`src/rtl/seven_seg_scanner.sv`:
```
// seven_seg_scanner
//   Time-multiplexed driver for a bank of seven-segment digits. A load strobe
//   captures a packed hex value and per-digit decimal points into shadow
//   registers. The scanner lights one digit per refresh period and blanks all
//   anodes for one clock between digits so the previous digit does not ghost.
//
// Ports
//   i_clk        system clock, rising edge
//   i_rst_n      asynchronous active-low reset
//   i_value      hex nibbles; nibble i drives digit i (digit 0 = LSD)
//   i_dp_in      decimal point request per digit
//   i_load       capture i_value / i_dp_in into the shadow registers
//   i_enable     0 = display dark and scan frozen
//   o_seg_out    segments {g,f,e,d,c,b,a}, registered, polarity applied
//   o_dp_out     decimal point of the selected digit, registered
//   o_anode      one-hot digit select, registered, polarity applied
//   o_digit_idx  index of the scanned digit (debug)
module seven_seg_scanner #(
  parameter int DIGITS         = 4,
  parameter int REFRESH_DIV    = 50000,
  parameter int BLANK_LZ       = 1,
  parameter int SEG_ACTIVE_LOW = 0,
  parameter int AN_ACTIVE_LOW  = 1
) (
  input  logic                  i_clk,
  input  logic                  i_rst_n,
  input  logic [4*DIGITS-1:0]   i_value,
  input  logic [DIGITS-1:0]     i_dp_in,
  input  logic                  i_load,
  input  logic                  i_enable,
  output logic [6:0]            o_seg_out,
  output logic                  o_dp_out,
  output logic [DIGITS-1:0]     o_anode,
  output logic [2:0]            o_digit_idx
);

  localparam int CW = $clog2(REFRESH_DIV);
  localparam int IW = (DIGITS > 1) ? $clog2(DIGITS) : 1;
  localparam logic SEG_INV = (SEG_ACTIVE_LOW != 0);
  localparam logic AN_INV  = (AN_ACTIVE_LOW != 0);

  logic [CW-1:0]        r_cnt;
  logic [IW-1:0]        r_idx;
  logic [4*DIGITS-1:0]  r_sh_val;
  logic [DIGITS-1:0]    r_sh_dp;

  logic [3:0]           w_nib;
  logic                 w_dp_sel;
  logic                 w_blank_sel;
  logic [DIGITS-1:0]    w_onehot;
  logic [DIGITS-1:0]    w_lz;
  logic                 w_zero_run;
  logic                 w_lit;
  logic [6:0]           w_seg;

  function automatic logic [6:0] f_enc(input logic [3:0] n);
    case (n)
      4'h0: f_enc = 7'b0111111;
      4'h1: f_enc = 7'b0000110;
      4'h2: f_enc = 7'b1011011;
      4'h3: f_enc = 7'b1001111;
      4'h4: f_enc = 7'b1100110;
      4'h5: f_enc = 7'b1101101;
      4'h6: f_enc = 7'b1111101;
      4'h7: f_enc = 7'b0000111;
      4'h8: f_enc = 7'b1111111;
      4'h9: f_enc = 7'b1101111;
      4'hA: f_enc = 7'b1110111;
      4'hB: f_enc = 7'b1111100;
      4'hC: f_enc = 7'b0111001;
      4'hD: f_enc = 7'b1011110;
      4'hE: f_enc = 7'b1111001;
      default: f_enc = 7'b1110001;
    endcase
  endfunction

  // Shadow registers: written on any load, independent of enable.
  always_ff @(posedge i_clk or negedge i_rst_n) begin
    if (!i_rst_n) begin
      r_sh_val <= '0;
      r_sh_dp  <= '0;
    end else if (i_load) begin
      r_sh_val <= i_value;
      r_sh_dp  <= i_dp_in;
    end
  end

  // Refresh divider and digit index; both freeze while disabled.
  always_ff @(posedge i_clk or negedge i_rst_n) begin
    if (!i_rst_n) begin
      r_cnt <= '0;
      r_idx <= '0;
    end else if (i_enable) begin
      if (r_cnt == CW'(REFRESH_DIV - 1)) begin
        r_cnt <= '0;
        r_idx <= (r_idx == IW'(DIGITS - 1)) ? '0 : r_idx + 1'b1;
      end else begin
        r_cnt <= r_cnt + 1'b1;
      end
    end
  end

  // Leading-zero mask: scanning down from the top digit, a digit is blankable
  // while it and everything above it are zero. Digit 0 always shows.
  always_comb begin
    w_lz       = '0;
    w_zero_run = 1'b1;
    for (int i = DIGITS - 1; i >= 0; i--) begin
      w_zero_run = w_zero_run & (r_sh_val[4*i +: 4] == 4'h0);
      w_lz[i]    = (BLANK_LZ != 0) && (i != 0) && w_zero_run;
    end
  end

  // Select the scanned digit's nibble, dp, blank flag and anode bit.
  always_comb begin
    w_nib       = 4'h0;
    w_dp_sel    = 1'b0;
    w_blank_sel = 1'b0;
    w_onehot    = '0;
    for (int i = 0; i < DIGITS; i++) begin
      if (r_idx == IW'(i)) begin
        w_nib       = r_sh_val[4*i +: 4];
        w_dp_sel    = r_sh_dp[i];
        w_blank_sel = w_lz[i];
        w_onehot[i] = 1'b1;
      end
    end
  end

  // cnt == 0 is the anti-ghost gap: everything dark for that one clock.
  assign w_lit = i_enable && (r_cnt != '0);
  assign w_seg = (w_lit && !w_blank_sel) ? f_enc(w_nib) : 7'b0000000;

  always_ff @(posedge i_clk or negedge i_rst_n) begin
    if (!i_rst_n) begin
      o_seg_out   <= {7{SEG_INV}};
      o_dp_out    <= SEG_INV;
      o_anode     <= {DIGITS{AN_INV}};
      o_digit_idx <= 3'd0;
    end else begin
      o_seg_out   <= w_seg ^ {7{SEG_INV}};
      o_dp_out    <= (w_lit && w_dp_sel) ^ SEG_INV;
      o_anode     <= (w_lit ? w_onehot : '0) ^ {DIGITS{AN_INV}};
      o_digit_idx <= 3'(r_idx);
    end
  end

endmodule

```
`config.mk`:
```
export PLATFORM = sky130hd
export DESIGN_NAME = seven_seg_scanner
export DESIGN_NICKNAME = d
export VERILOG_FILES = /design/src/rtl/seven_seg_scanner.sv
export SDC_FILE = /design/constraint.sdc
export NUM_CORES = 1
export LEC_CHECK = 0
export CAP_MARGIN = 0
export CORE_MARGIN = 4
export CORE_UTILIZATION = 40
export DETAILED_ROUTE_END_ITERATION = 10
export HOLD_SLACK_MARGIN = 0.15
export PLACE_DENSITY = 0.73
export SLEW_MARGIN = 15
export SYNTH_ARGS = -nofsm -noshare
export SYNTH_HDL_FRONTEND = slang
export SYNTH_SLANG_ARGS = --single-unit
```
`constraint.sdc`:
```
create_clock -name i_clk -period 2.73 [get_ports i_clk]
set_clock_uncertainty 0.2 [all_clocks]
set_input_delay 0.4095 -clock i_clk [delete_from_list [all_inputs] [get_ports i_clk]]
set_output_delay 0.4095 -clock i_clk [all_outputs]
set_load 0.005 [all_outputs]
```
==> flow_summary.toml, run 1 <==
[critical_path]
crit_slowest_cell = "sky130_fd_sc_hd__dfrtp_1"
crit-reg2reg-capture = "o_seg_out[5]"
ff2ff_path_depth = 10
cp_slowest_stage_delay_ns = 0.42
cp_data_required_time_ns = 2.75
worstPathMaxFanout = 6
end_kind = "flip-flop"
cp.arrival_ns = 2.50
timing.critical_path.max_delay_family = "adder cells"
worst_path_most_repeated_cell = "sky130_fd_sc_hd__ha_1"
rr_startpoint = "r_idx[0]"
path_class = "reg -> reg"
worstSetupStartpointType = "flip-flop"
r2r_setup_slack_ns = 0.24
cp_num_buf_inv = 2
worstPathCellList = "inv_1, ha_1, nor2b_1, a22o_1, o221a_4, inv_2, ha_1, mux2i_1, nor2_1, nor3_1"

[sta]
grt_setup_unrepaired = "no"
timing.final.crit_period_ns = 2.49
max_slew_margin_pct = 58.4
final_max_slew_viol_count = 0
max_freq_mhz = 402
worst_slew_pin_slew_ns = 0.625
hold_viol_final = 0
setup_failing_eps_final = 0
fin_crit_sh_pct = 91.1
fin_setup_tns_ns = 0

[clock_tree]
number_of_buffers_inserted_during_clock_tree_synthesis = 5
cts_tree = "yes"
cts_num_sinks = 52
cts_buffer_depth = 2
clk_transition_reported_paths_ns = 0.08
clk-insertion-delay-late_ns = 0.31
postcts_setup_bufs = 0
h-tree-depth = 2
ctsRootBufferMaster = "sky130_fd_sc_hd__clkbuf_8"

[detailed_routing]
detail_route.vias_per_cell = 5.17
drt_wl_total_mm = 5.19
final_antenna_net_count = 0
routed_wire_length_per_instance_microns = 14.6
detailedRoute.firstIterationViolations = 56
drt_pass1_iterations = 4
number_of_remaining_drc_errors = 0
vias = 1840

[worst_hold_path]
worstHoldStart = "r_idx[1]"
worstHoldPathCells = 0
class_of_the_tightest_hold_or_removal_check = "reg -> reg"
hold_path_end = "o_digit_idx[1]"

[job]
drv.max_cap_violation_count = 0

[global_routing]
grt.total_usage_pct = 14.6
antenna_found_initial = 0
first_global_vias = 1907
grt_max_degree = 30
grt_pass1_wl_mm = 8.94
globalRouteOverflowTotal = 0

[place]
dpl-instance-area_sq_um = 3120
dpl.cell_count = 347
portBuffers = 37
gp_congestion = 0.841
detailed_place_hpwl_mm = 3.97

[yosys]
synth_largest_area_cell = "sky130_fd_sc_hd__dfrtp_1"
synthesis.nets = 272
netlist.area_leader.share_pct = 45.0
yosysUniqueCellTypes = 51
syn_avg_cell_area_sq_um = 11.3
netlist_instances = 236
yosysSeqAreaShare_pct = 49.0
post_synth_instance_area_sq_um = 2670
synth.yosys.warnings = 0
yosys-top-cells-area = "sky130_fd_sc_hd__dfrtp_1 45%, sky130_fd_sc_hd__mux2_2 8.0%, sky130_fd_sc_hd__ha_1 5.6%"
ys_ff_latch = 52

[floorplan]
site_rows = 29
core-area_sq_um = 6420
die_height_microns = 89.7
ios = 39
initial_cell_density_of_the_core_pct = 41.5
die_w_microns = 89.7
design.die.area_sq_um = 8040

[finish]
antennaDiodeCount = 0
post-route-cell-area_sq_um = 3210
finish.cell_count_without_fillers = 356
layout-drive-gt1-share_pct = 17.6
post_layout_net_count = 314
area.growth.synth_to_final_pct = 20.4
postLayoutCoreUtil_pct = 50.0

[power_and_ir_drop]
cellPowerDensity_nw_per_um2 = 530
peakVddDrop_uv = 351
static-leakage-power_nw = 1.38

[run_status]
outcome = "complete, no violations"
-- worst max path at each step --
| stage | slack, ns | start | endpoint | cells past startpoint |
|---|---|---|---|---|
| 4_1_cts | 0.21 | r_idx[0] | o_seg_out[5] | 10 |
| 2_1_floorplan | 0.39 | r_idx[1] | o_seg_out[3] | 10 |
| 5_1_grt | 0.05 | r_idx[1] | o_seg_out[5] | 10 |
| 6_report | 0.24 | r_idx[0] | o_seg_out[5] | 10 |
| 3_3_place_gp | 0.34 | r_idx[1] | o_seg_out[4] | 10 |
| 3_5_place_dp | 0.23 | r_idx[0] | o_seg_out[5] | 10 |
-- cells by family after synthesis --
kind of cell / after synthesis / share of synthesized area (%)
and+or+nand+nor: 92 / 19.9
DFF: 52 / 49.0
AOI/OAI and AO/OA: 28 / 8.82
muxes: 24 / 9.90
buffers and inverters: 16 / 3.00
adders and majority gates: 12 / 5.63
xor gates and xnor gates: 11 / 3.61
other: 1 / 0.141
-- synth_stat cells, drive strengths merged --
cell type / count
clkbuf: 2
nor4b: 1
nor3: 9
and4: 1
nor4: 7
inv: 7
nand4: 5
a21o: 2
nor3b: 3
a211oi: 2
and3: 3
a311o: 1
ha: 12
a221oi: 2
o21a: 1
nand2b: 4
o21ai: 7
and2: 1
mux2i: 5
xnor2: 7
a32oi: 1
a311oi: 2
nand3b: 5
o221a: 1
or2: 1
mux2: 19
dfstp: 4
conb: 1
xor2: 4
nand2: 23
buf: 7
a22o: 1
a21oi: 4
dfrtp: 48
nand3: 5
a31oi: 1
o22ai: 3
nor2b: 5
nor2: 19
-- what timing repair did --
item,4_1_cts,5_1_grt
hold buffers,1,0
gates resized for setup,0,0
hold endpoints to repair,26,0
-- cell usage in the layout, fill, tap and decap left out, types with 3 or more instances in the layout --
| master | instances |
|---|---|
| sky130_fd_sc_hd__a21oi_1 | 4 |
| sky130_fd_sc_hd__and3_1 | 3 |
| sky130_fd_sc_hd__buf_4 | 6 |
| sky130_fd_sc_hd__clkbuf_1 | 3 |
| sky130_fd_sc_hd__clkbuf_8 | 5 |
| sky130_fd_sc_hd__clkdlybuf4s50_1 | 36 |
| sky130_fd_sc_hd__dfrtp_1 | 48 |
| sky130_fd_sc_hd__dfstp_2 | 4 |
| sky130_fd_sc_hd__ha_1 | 12 |
| sky130_fd_sc_hd__inv_1 | 6 |
| sky130_fd_sc_hd__mux2_2 | 19 |
| sky130_fd_sc_hd__mux2i_1 | 5 |
| sky130_fd_sc_hd__nand2_1 | 22 |
| sky130_fd_sc_hd__nand2b_1 | 4 |
| sky130_fd_sc_hd__nand3_1 | 5 |
| sky130_fd_sc_hd__nand3b_1 | 4 |
| sky130_fd_sc_hd__nand4_1 | 4 |
| sky130_fd_sc_hd__nor2_1 | 19 |
| sky130_fd_sc_hd__nor2b_1 | 5 |
| sky130_fd_sc_hd__nor3_1 | 9 |
| sky130_fd_sc_hd__nor3b_1 | 3 |
| sky130_fd_sc_hd__nor4_1 | 3 |
| sky130_fd_sc_hd__o21ai_0 | 4 |
| sky130_fd_sc_hd__o21ai_1 | 3 |
| sky130_fd_sc_hd__o22ai_1 | 3 |
| sky130_fd_sc_hd__xnor2_1 | 7 |
| sky130_fd_sc_hd__xor2_1 | 4 |
-- registers in the layout (all words and copies together), names as in the netlist --
| signal | count |
|---|---|
| r_cnt | 16 |
| r_sh_dp | 4 |
| o_digit_idx | 2 |
| r_idx | 2 |
| r_sh_val | 16 |
| o_dp_out | 1 |
| o_seg_out | 7 |
| o_anode | 4 |
-- where the power goes --
group	leakage, nW	switching (mW)	internal (mW)
clock network	0.0395	0.232	0.182
registers	0.627	0.0847	0.858
logic	0.716	0.157	0.187
-- worst register-to-register path: stages (launching register included) --
cell                      delay, ns
sky130_fd_sc_hd__dfrtp_1       0.42
sky130_fd_sc_hd__inv_1         0.12
sky130_fd_sc_hd__ha_1          0.32
sky130_fd_sc_hd__nor2b_1       0.22
sky130_fd_sc_hd__a22o_1        0.16
sky130_fd_sc_hd__o221a_4       0.24
sky130_fd_sc_hd__inv_2         0.05
sky130_fd_sc_hd__ha_1          0.24
sky130_fd_sc_hd__mux2i_1       0.16
sky130_fd_sc_hd__nor2_1        0.07
sky130_fd_sc_hd__nor3_1        0.20
-- layer usage --
layer  part of all wire [%]  GRT usage, %  vias up  wire length [microns]
met1                     42          16.7      875                   2210
met2                     51          26.3       39                   2660
li1                       -             -      916                      -
met5                      0             0        -                      0
met3                    4.3          2.92       10                    225
met4                    1.9          6.09        0                    100
-- through the flow --
| step | power [mW] | hold WS (ns) | setup WS [ns] |
|---|---|---|---|
| final | 1.70 | 0.241 | 0.244 |
| after global routing | 1.81 | 0.281 | 0.0499 |
| after CTS | 1.73 | 0.246 | 0.212 |
| after detailed placement | 1.31 | 0.226 | 0.229 |
| after global placement | 1.29 | 0.214 | 0.336 |
| after floorplan | 1.15 | -0.0861 | 0.393 |
-- layout make-up --
type | instances | area (sq um)
multi-input combinational | 168 | 1280
sequential | 52 | 1310
inverter | 7 | 26.3
fill | 610 | 3210
tap | 77 | 96.3
clock buffer | 8 | 80.1
timing repair buffer | 44 | 420
Power figures use the tool's default switching activity.
==> run 2, diff against run 1 <==
--- a/config.mk
+++ b/config.mk
@@ -8,6 +8,7 @@
 export CAP_MARGIN = 0
 export CORE_MARGIN = 4
 export CORE_UTILIZATION = 40
+export CTS_CLUSTER_SIZE = 25
 export DETAILED_ROUTE_END_ITERATION = 10
 export HOLD_SLACK_MARGIN = 0.15
 export PLACE_DENSITY = 0.73
==> results of run 2 <==
No change in the layout: final DEF, timing and power equal those of run 1.
